[src/rtl/spi_clk_pkg.sv]
// ---------------------------------------------------------------------------
// spi_clk_pkg
// Shared definitions for the SPI serial-clock generator:
//   - default widths for the divide value and bit counter
//   - FSM state encoding (IDLE / ACTIVE)
//   - SPI mode encoding: mode = {cpol, cpha}, giving modes 0..3
// ---------------------------------------------------------------------------
package spi_clk_pkg;

    localparam int DEF_DIV_WIDTH = 8;
    localparam int DEF_CNT_WIDTH = 6;

    localparam logic [0:0] ST_IDLE   = 1'b0;
    localparam logic [0:0] ST_ACTIVE = 1'b1;

    typedef enum logic [0:0] {
        IDLE   = ST_IDLE,
        ACTIVE = ST_ACTIVE
    } state_e;

    typedef logic [1:0] spi_mode_t;

    function automatic spi_mode_t spi_mode(input logic cpol, input logic cpha);
        return {cpol, cpha};
    endfunction

    function automatic logic mode_cpol(input spi_mode_t mode);
        return mode[1];
    endfunction

    function automatic logic mode_cpha(input spi_mode_t mode);
        return mode[0];
    endfunction

endpackage

[src/rtl/sclk_tick_gen.sv]
// ---------------------------------------------------------------------------
// sclk_tick_gen
// Half-period counter: the generalised divider core. While enabled it counts
// 0..load_val and raises tick in the cycle the count equals load_val, then
// wraps to 0. A tick therefore occurs every load_val+1 enabled cycles, the
// first one load_val+1 cycles after enable rises from a cleared count.
//
// Ports:
//   clk_in    in   system clock
//   rst       in   asynchronous active-high reset
//   en        in   count enable; when low the count is held at 0
//   clr       in   synchronous clear of the count
//   load_val  in   terminal count (half-period minus one)
//   tick      out  high in the cycle the count reaches load_val
// ---------------------------------------------------------------------------
module sclk_tick_gen
    import spi_clk_pkg::*;
#(
    parameter int W = DEF_DIV_WIDTH
) (
    input  logic         clk_in,
    input  logic         rst,
    input  logic         en,
    input  logic         clr,
    input  logic [W-1:0] load_val,
    output logic         tick
);

    localparam logic [W-1:0] CNT_ONE = {{(W-1){1'b0}}, 1'b1};

    logic [W-1:0] cnt_q;
    logic [W-1:0] cnt_d;

    assign tick = en && (cnt_q == load_val);

    // The count never exceeds load_val, so an all-ones load cannot wrap early.
    always_comb begin
        cnt_d = cnt_q;
        if (!en || clr || tick) begin
            cnt_d = '0;
        end else begin
            cnt_d = cnt_q + CNT_ONE;
        end
    end

    always_ff @(posedge clk_in or posedge rst) begin
        if (rst) begin
            cnt_q <= '0;
        end else begin
            cnt_q <= cnt_d;
        end
    end

endmodule

[src/rtl/spi_sclk_gen.sv]
// ---------------------------------------------------------------------------
// spi_sclk_gen
// SPI serial clock generator for one transfer of num_bits bits. Supports all
// four SPI modes and a runtime divide ratio (half-period = div_val+1 cycles).
// Provides start/busy/done handshake, abort, and one-cycle sample/shift
// strobes aligned with the sclk edge they belong to.
//
// Ports:
//   clk_in     in   system clock
//   rst        in   asynchronous active-high reset
//   div_val    in   half-period minus one, in clk_in cycles
//   cpol       in   sclk idle level
//   cpha       in   0: sample on leading edge, 1: shift on leading edge
//   num_bits   in   bits per transfer (0 is ignored)
//   start      in   request a transfer, honoured only in IDLE
//   abort      in   synchronous cancel of an active transfer
//   busy       out  transfer in progress
//   done       out  one-cycle pulse on normal completion
//   sclk       out  registered serial clock
//   sample_en  out  one-cycle strobe: capture MISO
//   shift_en   out  one-cycle strobe: drive next MOSI bit
//
// state  | meaning
// -------+---------------------------------------------------------------
// IDLE   | sclk follows cpol, waiting for start with num_bits != 0
// ACTIVE | configuration latched, sclk toggling every div_lat+1 cycles
// ---------------------------------------------------------------------------
module spi_sclk_gen
    import spi_clk_pkg::*;
#(
    parameter int DIV_WIDTH = DEF_DIV_WIDTH,
    parameter int CNT_WIDTH = DEF_CNT_WIDTH
) (
    input  logic                 clk_in,
    input  logic                 rst,
    input  logic [DIV_WIDTH-1:0] div_val,
    input  logic                 cpol,
    input  logic                 cpha,
    input  logic [CNT_WIDTH-1:0] num_bits,
    input  logic                 start,
    input  logic                 abort,
    output logic                 busy,
    output logic                 done,
    output logic                 sclk,
    output logic                 sample_en,
    output logic                 shift_en
);

    localparam logic [CNT_WIDTH:0] ECNT_ONE = {{CNT_WIDTH{1'b0}}, 1'b1};

    state_e                 state_q, state_d;
    logic [DIV_WIDTH-1:0]   div_lat_q, div_lat_d;
    logic [CNT_WIDTH-1:0]   nbits_lat_q, nbits_lat_d;
    spi_mode_t              mode_q, mode_d;
    logic [CNT_WIDTH:0]     ecnt_q, ecnt_d;
    logic                   sclk_q, sclk_d;
    logic                   busy_q, busy_d;
    logic                   done_q, done_d;
    logic                   sample_q, sample_d;
    logic                   shift_q, shift_d;

    logic                   tick;
    logic                   tick_en;
    logic                   cpol_lat;
    logic                   cpha_lat;
    logic                   edge_lead;
    logic                   edge_last;
    logic [CNT_WIDTH:0]     last_ecnt;

    assign tick_en   = (state_q == ACTIVE);
    assign cpol_lat  = mode_cpol(mode_q);
    assign cpha_lat  = mode_cpha(mode_q);

    // Edge index of the final edge is 2*N-1; even indices are leading edges.
    assign last_ecnt = {nbits_lat_q, 1'b0} - ECNT_ONE;
    assign edge_lead = ~ecnt_q[0];
    assign edge_last = (ecnt_q == last_ecnt);

    sclk_tick_gen #(
        .W (DIV_WIDTH)
    ) u_tick (
        .clk_in   (clk_in),
        .rst      (rst),
        .en       (tick_en),
        .clr      (abort),
        .load_val (div_lat_q),
        .tick     (tick)
    );

    always_comb begin
        state_d     = state_q;
        div_lat_d   = div_lat_q;
        nbits_lat_d = nbits_lat_q;
        mode_d      = mode_q;
        ecnt_d      = ecnt_q;
        sclk_d      = sclk_q;
        busy_d      = busy_q;
        done_d      = 1'b0;
        sample_d    = 1'b0;
        shift_d     = 1'b0;

        case (state_q)
            IDLE: begin
                sclk_d = cpol;
                if (start && (num_bits != '0)) begin
                    div_lat_d   = div_val;
                    nbits_lat_d = num_bits;
                    mode_d      = spi_mode(cpol, cpha);
                    ecnt_d      = '0;
                    busy_d      = 1'b1;
                    state_d     = ACTIVE;
                end
            end

            ACTIVE: begin
                // Abort wins over an edge landing in the same cycle.
                if (abort) begin
                    sclk_d  = cpol_lat;
                    busy_d  = 1'b0;
                    state_d = IDLE;
                end else if (tick) begin
                    sclk_d = ~sclk_q;
                    ecnt_d = ecnt_q + ECNT_ONE;
                    if (cpha_lat) begin
                        shift_d  = edge_lead;
                        sample_d = ~edge_lead;
                    end else begin
                        // Bit 0 is already on MOSI, so the last trailing
                        // edge has nothing left to shift out.
                        sample_d = edge_lead;
                        shift_d  = ~edge_lead && ~edge_last;
                    end
                    if (edge_last) begin
                        busy_d  = 1'b0;
                        done_d  = 1'b1;
                        state_d = IDLE;
                    end
                end
            end

            default: begin
                state_d = IDLE;
                busy_d  = 1'b0;
            end
        endcase
    end

    always_ff @(posedge clk_in or posedge rst) begin
        if (rst) begin
            state_q     <= IDLE;
            div_lat_q   <= '0;
            nbits_lat_q <= '0;
            mode_q      <= '0;
            ecnt_q      <= '0;
            sclk_q      <= 1'b0;
            busy_q      <= 1'b0;
            done_q      <= 1'b0;
            sample_q    <= 1'b0;
            shift_q     <= 1'b0;
        end else begin
            state_q     <= state_d;
            div_lat_q   <= div_lat_d;
            nbits_lat_q <= nbits_lat_d;
            mode_q      <= mode_d;
            ecnt_q      <= ecnt_d;
            sclk_q      <= sclk_d;
            busy_q      <= busy_d;
            done_q      <= done_d;
            sample_q    <= sample_d;
            shift_q     <= shift_d;
        end
    end

    assign busy      = busy_q;
    assign done      = done_q;
    assign sclk      = sclk_q;
    assign sample_en = sample_q;
    assign shift_en  = shift_q;

endmodule

[config.mk]
export PLATFORM = sky130hd
export DESIGN_NAME = spi_sclk_gen
export DESIGN_NICKNAME = d
export VERILOG_FILES = /design/src/rtl/spi_clk_pkg.sv /design/src/rtl/sclk_tick_gen.sv /design/src/rtl/spi_sclk_gen.sv
export SDC_FILE = /design/constraint.sdc
export NUM_CORES = 1
export LEC_CHECK = 0
export ABC_AREA = 1
export BUFFER_PORTS_ARGS = -buffer_cell sky130_fd_sc_hd__buf_2
export CAP_MARGIN = 20
export CORE_UTILIZATION = 55
export CTS_BUF_LIST = sky130_fd_sc_hd__clkbuf_16
export CTS_CLUSTER_DIAMETER = 150
export DETAILED_ROUTE_END_ITERATION = 12
export GPL_ROUTABILITY_DRIVEN = 0
export PLACE_DENSITY = 0.81
export SLEW_MARGIN = 10
export SYNTH_ARGS = -nofsm -noshare
export SYNTH_HDL_FRONTEND = slang
export SYNTH_SLANG_ARGS = --single-unit
[constraint.sdc]
create_clock -name clk_in -period 4 [get_ports clk_in]
set_input_delay 0.4 -clock clk_in [delete_from_list [all_inputs] [get_ports clk_in]]
set_output_delay 0.4 -clock clk_in [all_outputs]
set_load 0.05 [all_outputs]
==> impl_metrics.py, run 1 <==
metrics = {
    "status": {
        "status": "finished clean",
    },
    "worst_hold_path": {
        "hp-class": "in -> async",
    },
    "finish": {
        "final_cell_mix": "nand2_1, inv_1, dfrtp_1",
        "drive_gt1_share_pct": 15.2,
        "syn_to_final_growth_pct": 13.4,
        "final_nets": 338,
        "layout_commonest_cell": "nand2_1",
        "final_core_util_pct": 65.3,
        "num_antenna_cells": 0,
        "final_cell_area_um2": 2410,
        "layout.cells.non_filler": 363,
    },
    "clock_tree": {
        "cts.path.max_buffers": 2,
        "htree_levels": 2,
        "clk_latency_ns": 0.28,
        "cts-buffers-inserted": 5,
        "cts.clk_slew.worst_paths_ns": 0.05,
        "cts_sinks": 37,
        "cts_root_buf": "clkbuf_16",
        "ctsResizeCount": 0,
        "postCtsSetupBuffers": 0,
        "cts_tree": "yes",
        "holdBufCountCts": 0,
    },
    "synthesis": {
        "syn_inst": 288,
        "synth_fp_nets": 311,
        "syn_area_per_cell_um2": 7.38,
        "yosys-top-cells-area": "dfrtp_1, nand2_1, inv_1",
        "syn-cell-area_um2": 2120,
        "synth-seq-area-share_pct": 43.6,
        "yosysTopAreaCell": "dfrtp_1",
        "ys_ff_latch": 37,
        "yosysWarnings": 0,
        "synth_top_area_share_pct": 43.6,
        "synth_cell_types": 28,
    },
    "global_route": {
        "antenna_found_initial": 0,
        "grt_pass1_wl_um": 7590,
        "grt.total_usage_pct": 24.5,
        "overflow": 0,
        "grt_pass1_vias": 1827,
        "grt_max_degree": 38,
    },
    "critical_path": {
        "path_cells": "nor2_1 > nand2_2 > inv_1 > nor2_2 > nand2_1 > nand2_1",
        "crit_path_frequent_cell": "nand2_1",
        "crit_path_end_kind": "flop",
        "r2r-end": "ecnt_q[2]$_DFFE_PP0P_",
        "worst-r2r-cell-count": 6,
        "r2r_setup_slack_ns": 2.04,
        "critical_path_arrival_ns": 2.12,
        "slowest_stage": "inv_1",
        "path_class": "reg -> reg",
        "critPathRequiredTime_ns": 4.16,
        "cp_max_fo": 23,
        "r2r-start": "state_q$_DFF_PP0_",
        "start_kind": "flop",
        "cpPeakStageDelay_ns": 0.56,
    },
    "pwr": {
        "peakVddDrop_mv": 0.455,
        "power_leakage_nw": 1.28,
        "p_total_mw": 1.42,
        "power_density_nw_per_um2": 589,
    },
    "timing": {
        "tns_ns": 0,
        "finClkSkew_ns": 0.00477,
        "period_share_pct": 48.9,
        "worst_slack_ns": 2.04,
        "slew_headroom_pct": 55.9,
        "post-route-min-period_ns": 1.96,
        "worst_slew_pin_slew_ns": 0.661,
        "slew_violations": 0,
        "max_freq_mhz": 511,
        "rsz0062_at_grt": "false",
        "timing.final.hold_violations": 0,
        "setup_viol": 0,
        "hold_slack_ns": 0.223,
    },
    "drt": {
        "drtAntennaViolNets": 0,
        "drc_errors": 0,
        "dr.first_iter.drc_count": 120,
        "firstDrtPassIters": 4,
        "via_per_inst": 5.01,
        "num_vias": 1818,
        "wire_per_inst_um": 11.7,
        "routed_wl_um": 4260,
    },
    "placed_design": {
        "postPlaceCellArea_um2": 2280,
        "place_ws_ns": 1.92,
        "io_buffers": 24,
        "dpl.cell_count": 356,
        "dp.final_hpwl_um": 3190,
    },
    "floorplanning": {
        "initial_core_util_pct": 57.6,
        "die-area_um2": 4120,
        "core_region_area_um2": 3690,
        "row_count": 22,
        "fp.dieH_um": 64.2,
        "io_pins": 25,
        "die_w_um": 64.2,
    },
    "job": {
        "maxCapViolCount": 0,
    },
}
==> worst max-delay path, delay by kind of cell (launching register included) <==
kind / cells / cell delay, ns
flip-flops: 1 / 0.44
buffers and inverters: 1 / 0.56
AND/OR/NAND/NOR: 5 / 0.84
==> cells by family (layout without fill, tap and decap cells) <==
family,Yosys count,in the layout,synth area share (%)
xor gates and xnor gates,10,10,4.12
DFF,37,37,43.6
adders and majority gates,3,3,1.77
buffers and inverters,46,73,8.89
AOI/OAI and AO/OA,23,23,6.30
and+or+nand+nor,169,169,35.3
==> state kept, by name, summed over array words and instances (netlist names) <==
signal,flops
busy,1
div_lat_q,8
done,1
ecnt_q,7
mode_q,2
nbits_lat_q,6
sample_en,1
sclk,1
shift_en,1
state_q,1
u_tick.cnt_q,8
==> cell usage after synthesis, drive strengths merged <==
library cell	count
nand4	5
xnor2	2
nand3	16
xor2	8
inv	41
ha	3
nand2	105
nor4	1
nor2	32
dfrtp	37
a21oi	6
clkbuf	1
buf	4
or2	1
nor3	7
o21ai	17
nor3b	2
==> power by group <==
part	leakage, nW	internal [mW]	switching (mW)
clock network	0.0685	0.222	0.136
logic	0.723	0.175	0.336
registers	0.483	0.470	0.0811
==> metal layers <==
layer  GRT usage, %  wire length (um)
met1           25.7              1790
met2           44.7              2140
met3           6.43               152
met4           12.8               175
met5              0                 0
==> area by class of cell <==
cell class	instances	area (um2)
clock inverters	2	7.51
repair buffers	25	128
fillers	333	1280
multi-input cells	205	1010
inverters	41	154
well taps	48	60.1
flip-flops and latches	37	926
clock buffers	5	125
==> worst max-delay path by stage <==
stage                                        to                  startpoint  slack, ns
after floorplan                busy$_DFFE_PP0P_  nbits_lat_q[0]$_DFFE_PP0P_       2.58
after global placement    ecnt_q[2]$_DFFE_PP0P_                 num_bits[3]       1.99
after detailed placement  ecnt_q[6]$_DFFE_PP0P_                 num_bits[3]       1.92
after CTS                 ecnt_q[2]$_DFFE_PP0P_           state_q$_DFF_PP0_       2.05
after global routing      ecnt_q[2]$_DFFE_PP0P_           state_q$_DFF_PP0_       1.87
final                     ecnt_q[2]$_DFFE_PP0P_           state_q$_DFF_PP0_       2.04
(Power assumes the default switching activity.)
==> run 2, diff against run 1 <==
--- a/config.mk
+++ b/config.mk
@@ -5,7 +5,7 @@
 export SDC_FILE = /design/constraint.sdc
 export NUM_CORES = 1
 export LEC_CHECK = 0
-export ABC_AREA = 1
+export ABC_AREA = 0
 export BUFFER_PORTS_ARGS = -buffer_cell sky130_fd_sc_hd__buf_2
 export CAP_MARGIN = 20
 export CORE_UTILIZATION = 55
@@ -13,7 +13,7 @@
 export CTS_CLUSTER_DIAMETER = 150
 export DETAILED_ROUTE_END_ITERATION = 12
 export GPL_ROUTABILITY_DRIVEN = 0
-export PLACE_DENSITY = 0.81
+export PLACE_DENSITY = 0.82
 export SLEW_MARGIN = 10
 export SYNTH_ARGS = -nofsm -noshare
 export SYNTH_HDL_FRONTEND = slang
==> constraint.sdc (replaced) <==
create_clock -name clk_in -period 1.9 [get_ports clk_in]
set_input_delay 0.19 -clock clk_in [delete_from_list [all_inputs] [get_ports clk_in]]
set_output_delay 0.19 -clock clk_in [all_outputs]
set_load 0.05 [all_outputs]
==> run 2 against run 1 <==
Die area decreased by 15%. Largest power group unchanged. Critical path depth unchanged. The flow now finishes with violations (negative setup slack). Global-route usage increased by 0.052 points. Synthesized cell count decreased by 33%. First-iteration DRC count decreased by 49%. Count of clock-buffer cells in the layout unchanged. Routed wire length decreased by 8.7%. Largest cell class is now sequential cells. Synthesized area decreased by 15%. Hold slack got worse by 0.21 ns.
==> impl_metrics.py, run 2 <==
metrics = {
    "timing": {
        "max_freq_mhz": 515,
        "setup_viol": 1,
        "timing.final.hold_violations": 0,
        "slew_headroom_pct": 69.0,
        "worst_slew_pin_slew_ns": 0.464,
        "finClkSkew_ns": 0.00418,
        "hold_slack_ns": 0.0126,
        "slew_violations": 0,
        "rsz0062_at_grt": "true",
        "period_share_pct": 102,
        "worst_slack_ns": -0.0436,
        "post-route-min-period_ns": 1.94,
    },
    "critical_path": {
        "cp_max_fo": 5,
        "r2r-start": "div_lat_q[2]$_DFFE_PP0P_",
        "path_class": "reg -> reg",
        "critPathRequiredTime_ns": 2.10,
        "critical_path_arrival_ns": 2.15,
        "crit_path_end_kind": "flop",
        "startpoint": "div_lat_q[2]$_DFFE_PP0P_",
        "start_kind": "flop",
    },
    "drt": {
        "wire_per_inst_um": 14.0,
        "routed_wl_um": 3890,
        "met1_length_um": 1670,
        "firstDrtPassIters": 4,
        "dr.first_iter.drc_count": 61,
        "via_per_inst": 5.36,
        "drc_errors": 0,
        "wl_met2_um": 2000,
        "drtAntennaViolNets": 0,
        "num_vias": 1485,
        "highest_layer": "met4",
        "dr_wl_met3_um": 149,
    },
    "floorplanning": {
        "die-area_um2": 3510,
        "core_region_area_um2": 3080,
        "row_count": 20,
        "fp.dieH_um": 59.3,
        "io_pins": 25,
        "die_w_um": 59.3,
        "initial_core_util_pct": 58.6,
    },
    "finish": {
        "num_antenna_cells": 0,
        "largest_registers": "div_lat_q (8), u_tick.cnt_q (8), ecnt_q (7)",
        "syn_to_final_growth_pct": 23.5,
        "layout_commonest_cell": "nand2_1",
        "final_cell_mix": "nand2_1, dfrtp_1, buf_2",
        "drive_gt1_share_pct": 20.2,
        "final_nets": 255,
    },
    "clock_tree": {
        "cts.path.max_buffers": 2,
        "cts.clk_slew.worst_paths_ns": 0.05,
        "cts_tree": "yes",
        "holdBufCountCts": 0,
        "clk_latency_ns": 0.28,
        "cts_sinks": 37,
        "htree_levels": 2,
        "cts-buffers-inserted": 5,
        "cts_root_buf": "clkbuf_16",
    },
    "global_route": {
        "overflow": 0,
        "grt.total_usage_pct": 24.6,
        "antenna_found_initial": 0,
        "grt_max_degree": 38,
        "grt_pass1_vias": 1369,
        "grt_pass1_wl_um": 6160,
    },
    "pwr": {
        "peakVddDrop_mv": 0.800,
        "power_leakage_nw": 1.11,
        "power_density_nw_per_um2": 968,
    },
    "placed_design": {
        "io_buffers": 24,
        "place_ws_ns": 0.0000566,
        "dp.final_hpwl_um": 2580,
    },
    "status": {
        "status": "finished with violations",
        "violations": "negative setup slack",
    },
    "synthesis": {
        "yosys-top-cells-area": "dfrtp_1, nand2_1, xor2_1",
        "synth_fp_nets": 216,
        "syn_area_per_cell_um2": 9.35,
        "synth_common_cells": "nand2_1, dfrtp_1, xor2_1",
        "synthArstFlopShare_pct": 100,
        "yosysWarnings": 0,
        "synth_edf_count": 0,
        "synth_top_area_share_pct": 51.3,
        "synth_flop_cell": "dfrtp_1",
        "synth-seq-area-share_pct": 51.3,
        "yosysTopAreaCell": "dfrtp_1",
        "syn_inst": 193,
        "syn-cell-area_um2": 1800,
        "ys_ff_latch": 37,
        "synth.most_common_cell": "nand2_1",
        "synth_cell_types": 32,
    },
    "worst_hold_path": {
        "hp-class": "in -> async",
    },
    "job": {
        "maxCapViolCount": 0,
    },
}
==> run 2: cell count changes after synthesis, sizes merged, moves of 5 or more <==
cell / before / now
nand3: 16 / 10
xnor2: 2 / 8
nor3: 7 / 2
inv: 41 / 4
nand2: 105 / 51
xor2: 8 / 16
nor2: 32 / 13
o21ai: 17 / 5
==> run 2: worst paths after layout <==
path	to	slack (ns)	depth (start not counted)
max	ecnt_q[3]$_DFFE_PP0P_	-0.04	6
min	div_lat_q[4]$_DFFE_PP0P_	0.01	3
max reg2reg	ecnt_q[3]$_DFFE_PP0P_	-0.04	6
min reg2reg	div_lat_q[1]$_DFFE_PP0P_	0.50	2
max in group asynchronous	busy$_DFFE_PP0P_	1.56	3
min in group clk_in	div_lat_q[4]$_DFFE_PP0P_	0.10	3
==> run 2: what timing repair did <==
action | in CTS | in global routing
cloned | 0 | 0
gates resized for setup | 1 | 4
endpoints found under the setup margin | 2 | 11
setup buffers | 0 | 4
pin swaps | 1 | 3
endpoints found under the hold margin | 0 | 0
==> run 2: cell type report <==
type | count | area [um2]
clock buffer | 5 | 125
clock inverter | 3 | 11.3
fill | 231 | 850
inverter | 5 | 18.8
multi-input combinational | 146 | 875
sequential | 37 | 926
tap | 44 | 55.1
timing repair buffer | 37 | 218
==> run 2: kinds of logic after synthesis <==
| group | after synthesis | synth area share, % |
|---|---|---|
| buffers and inverters | 10 | 2.08 |
| adders and majority gates | 3 | 2.08 |
| DFF | 37 | 51.3 |
| and+or+nand+nor | 100 | 26.4 |
| xor gates and xnor gates | 24 | 11.7 |
| AOI/OAI and AO/OA | 19 | 6.52 |
==> run 2: metal layers <==
layer	vias to the layer above	global-route usage, %
li1	732	-
met1	723	29.7
met2	24	40.4
met3	6	7.86
met4	0	10.2
met5	-	0
==> run 2: metrics by stage <==
stage                     area [um2]  cells  utilization (%)  setup TNS [ns]  power [mW]
after detailed placement        2030    265             65.9               0        1.37
after CTS                       2170    273             70.5               0        2.14
after floorplan                 1800    193                -               0        1.25
final                           2230    277             72.4         -0.0436        2.16
after global placement          2030    265             65.9         -0.0115        1.36
after global routing            2230    277             72.4          -0.253        2.27
==> run 2: power by group <==
group | switching [mW] | internal [mW]
Combinational | 0.263 | 0.181
Clock | 0.286 | 0.471
Sequential | 0.0757 | 0.880
Total | 0.625 | 1.53
==> run 2: critical path: stages, from the launching register on <==
cell	delay (ns)
dfrtp_1	0.39
xor2_1	0.19
nor4b_2	0.26
nand4_1	0.21
buf_4	0.20
or4_1	0.47
a21oi_1	0.15
==> run 3, diff against run 2 <==
--- a/config.mk
+++ b/config.mk
@@ -8,6 +8,7 @@
 export ABC_AREA = 0
 export BUFFER_PORTS_ARGS = -buffer_cell sky130_fd_sc_hd__buf_2
 export CAP_MARGIN = 20
+export CORE_ASPECT_RATIO = 1.25
 export CORE_UTILIZATION = 55
 export CTS_BUF_LIST = sky130_fd_sc_hd__clkbuf_16
 export CTS_CLUSTER_DIAMETER = 150
==> run 3 against run 2 <==
The run ends with negative hold slack left. Critical path depth fell by 1. Sequential cell count unchanged. Design area decreased by 2.4%. Register-to-register slack improved by 0.11 ns. Global-route usage grew 0.99 points. Clock power down 1%. Die area about the same. Routed wire length fell by 2.8%. Fmax is 6.2% higher. Sequential power grew 0.5%. Critical endpoint is now shift_en$_DFF_PP0_. Largest cell class unchanged. Largest power group unchanged.
==> impl_metrics.py, run 3 (synthesis results as in run 2) <==
metrics = {
    "critical_path": {
        "startpoint": "nbits_lat_q[0]$_DFFE_PP0P_",
        "r2r_setup_slack_ns": 0.07,
        "critPathRequiredTime_ns": 2.07,
        "cp_max_fo": 3,
        "start_kind": "flop",
        "critical_path_arrival_ns": 2.00,
        "r2r-start": "nbits_lat_q[0]$_DFFE_PP0P_",
        "slowest_stage": "dfrtp_1",
        "worst-r2r-cell-count": 5,
        "path_cells": "or3_1 > nor3_1 > xnor2_1 > or3_1 > and3b_1",
        "crit_path_end_kind": "flop",
        "crit_path_frequent_cell": "or3_1",
        "cpPeakStageDelay_ns": 0.41,
        "path_class": "reg -> reg",
        "r2r-end": "shift_en$_DFF_PP0_",
    },
    "timing": {
        "rsz0062_at_grt": "true",
        "timing.final.hold_violations": 1,
        "worst_slew_pin_slew_ns": 0.459,
        "hold_slack_ns": -0.000384,
        "max_freq_mhz": 547,
        "finClkSkew_ns": 0.00394,
        "setup_viol": 0,
        "post-route-min-period_ns": 1.83,
        "worst_slack_ns": 0.0702,
        "slew_violations": 0,
        "slew_headroom_pct": 69.4,
        "period_share_pct": 96.3,
    },
    "floorplanning": {
        "core_region_area_um2": 3030,
        "row_count": 22,
        "io_pins": 25,
        "initial_core_util_pct": 59.6,
        "fp.dieH_um": 66.0,
        "die-area_um2": 3520,
        "die_w_um": 53.2,
    },
    "clock_tree": {
        "htree_levels": 2,
        "cts_sinks": 37,
        "cts_root_buf": "clkbuf_16",
        "cts.clk_slew.worst_paths_ns": 0.05,
        "clk_latency_ns": 0.28,
        "holdBufCountCts": 0,
        "cts_tree": "yes",
        "cts-buffers-inserted": 5,
        "cts.path.max_buffers": 2,
        "postCtsSetupBuffers": 0,
    },
    "drt": {
        "wire_per_inst_um": 14.4,
        "routed_wl_um": 3780,
        "drtAntennaViolNets": 0,
        "dr.first_iter.drc_count": 40,
        "via_per_inst": 5.54,
        "firstDrtPassIters": 4,
        "num_vias": 1457,
        "drc_errors": 0,
    },
    "global_route": {
        "grt_max_degree": 38,
        "grt_pass1_wl_um": 6420,
        "overflow": 0,
        "grt.total_usage_pct": 25.6,
        "antenna_found_initial": 0,
        "grt_pass1_vias": 1484,
    },
    "finish": {
        "drive_gt1_share_pct": 19.8,
        "syn_to_final_growth_pct": 20.6,
        "fillers": 247,
        "largest_registers": "div_lat_q (8), u_tick.cnt_q (8), ecnt_q (7)",
        "final_cell_mix": "nand2_1, dfrtp_1, buf_2",
        "seq_area_um2": 926,
        "final_cell_area_um2": 2180,
        "layout_commonest_cell": "nand2_1",
        "final_nets": 251,
        "num_antenna_cells": 0,
        "multi_input_area_um2": 868,
    },
    "pwr": {
        "peakVddDrop_mv": 0.829,
        "power_density_nw_per_um2": 977,
        "power_leakage_nw": 1.08,
    },
    "placed_design": {
        "postPlaceCellArea_um2": 2020,
        "place_ws_ns": -0.000336,
        "io_buffers": 24,
        "dp.final_hpwl_um": 2720,
    },
    "status": {
        "status": "finished with violations",
        "violations": "negative hold slack",
    },
    "job": {
        "maxCapViolCount": 0,
    },
    "worst_hold_path": {
        "hp-class": "in -> async",
    },
}
## run 3: cell count changes in the layout (fill, tap and decap cells not counted), sizes merged
| cell | previous run | this run |
|---|---|---|
| inv | 7 | 4 |
| buf | 37 | 33 |
| clkinv | 1 | 2 |
## run 3: timing repair
| action | in CTS | in global routing |
|---|---|---|
| pin swaps | 0 | 5 |
| hold endpoints to repair | 0 | 0 |
| setup endpoints to repair | 2 | 7 |
| resized for setup | 1 | 4 |
## run 3: worst max-delay path by stage
stage	to	slack (ns)
3_5_place_dp	state_q$_DFF_PP0_	-0.0003
2_1_floorplan	ecnt_q[5]$_DFFE_PP0P_	0.16
6_report	shift_en$_DFF_PP0_	0.07
4_1_cts	state_q$_DFF_PP0_	0.01
5_1_grt	ecnt_q[6]$_DFFE_PP0P_	-0.01
3_3_place_gp	state_q$_DFF_PP0_	0.04
## run 3: routing by layer
layer / track usage [%] / wire length [um] / part of all wire (%)
met1: 29.7 / 1550 / 41
met2: 44.1 / 2060 / 54
met3: 8.28 / 119 / 3.2
met4: 6.91 / 56 / 1.5
met5: 0 / 0 / 0
## run 3: through the flow
stage | hold WS (ns) | util [%] | setup TNS (ns) | std cells | total power, mW
after floorplan | 0.295 | - | 0 | 193 | 1.25
after global placement | 0.309 | 66.7 | 0 | 257 | 1.35
after detailed placement | 0.316 | 66.7 | -0.000336 | 257 | 1.37
after CTS | 0.0266 | 71.2 | 0 | 263 | 2.11
after global routing | 0.0470 | 71.9 | -0.0181 | 263 | 2.23
final | -0.000384 | 71.9 | 0 | 263 | 2.12
## run 3: final cells by class
cell class                      instances  area share, %
Clock buffer                            5           5.75
Clock inverter                          1          0.230
Inverter                                5          0.863
Multi-Input combinational cell        146           39.9
Sequential cell                        37           42.6
Tap cell                               36           2.07
Timing Repair Buffer                   33           8.63
## run 3: power breakdown
part,total (mW),switching [mW],internal (mW)
combinational,0.419,0.251,0.168
sequential,0.960,0.0803,0.880
clock,0.746,0.279,0.467
total,2.12,0.610,1.51
## run 3: critical path: cells and delay by family (launching register included)
kind	cells	cell delay [ns]
simple gates	4	1.17
flops	1	0.41
xor+xnor	1	0.13
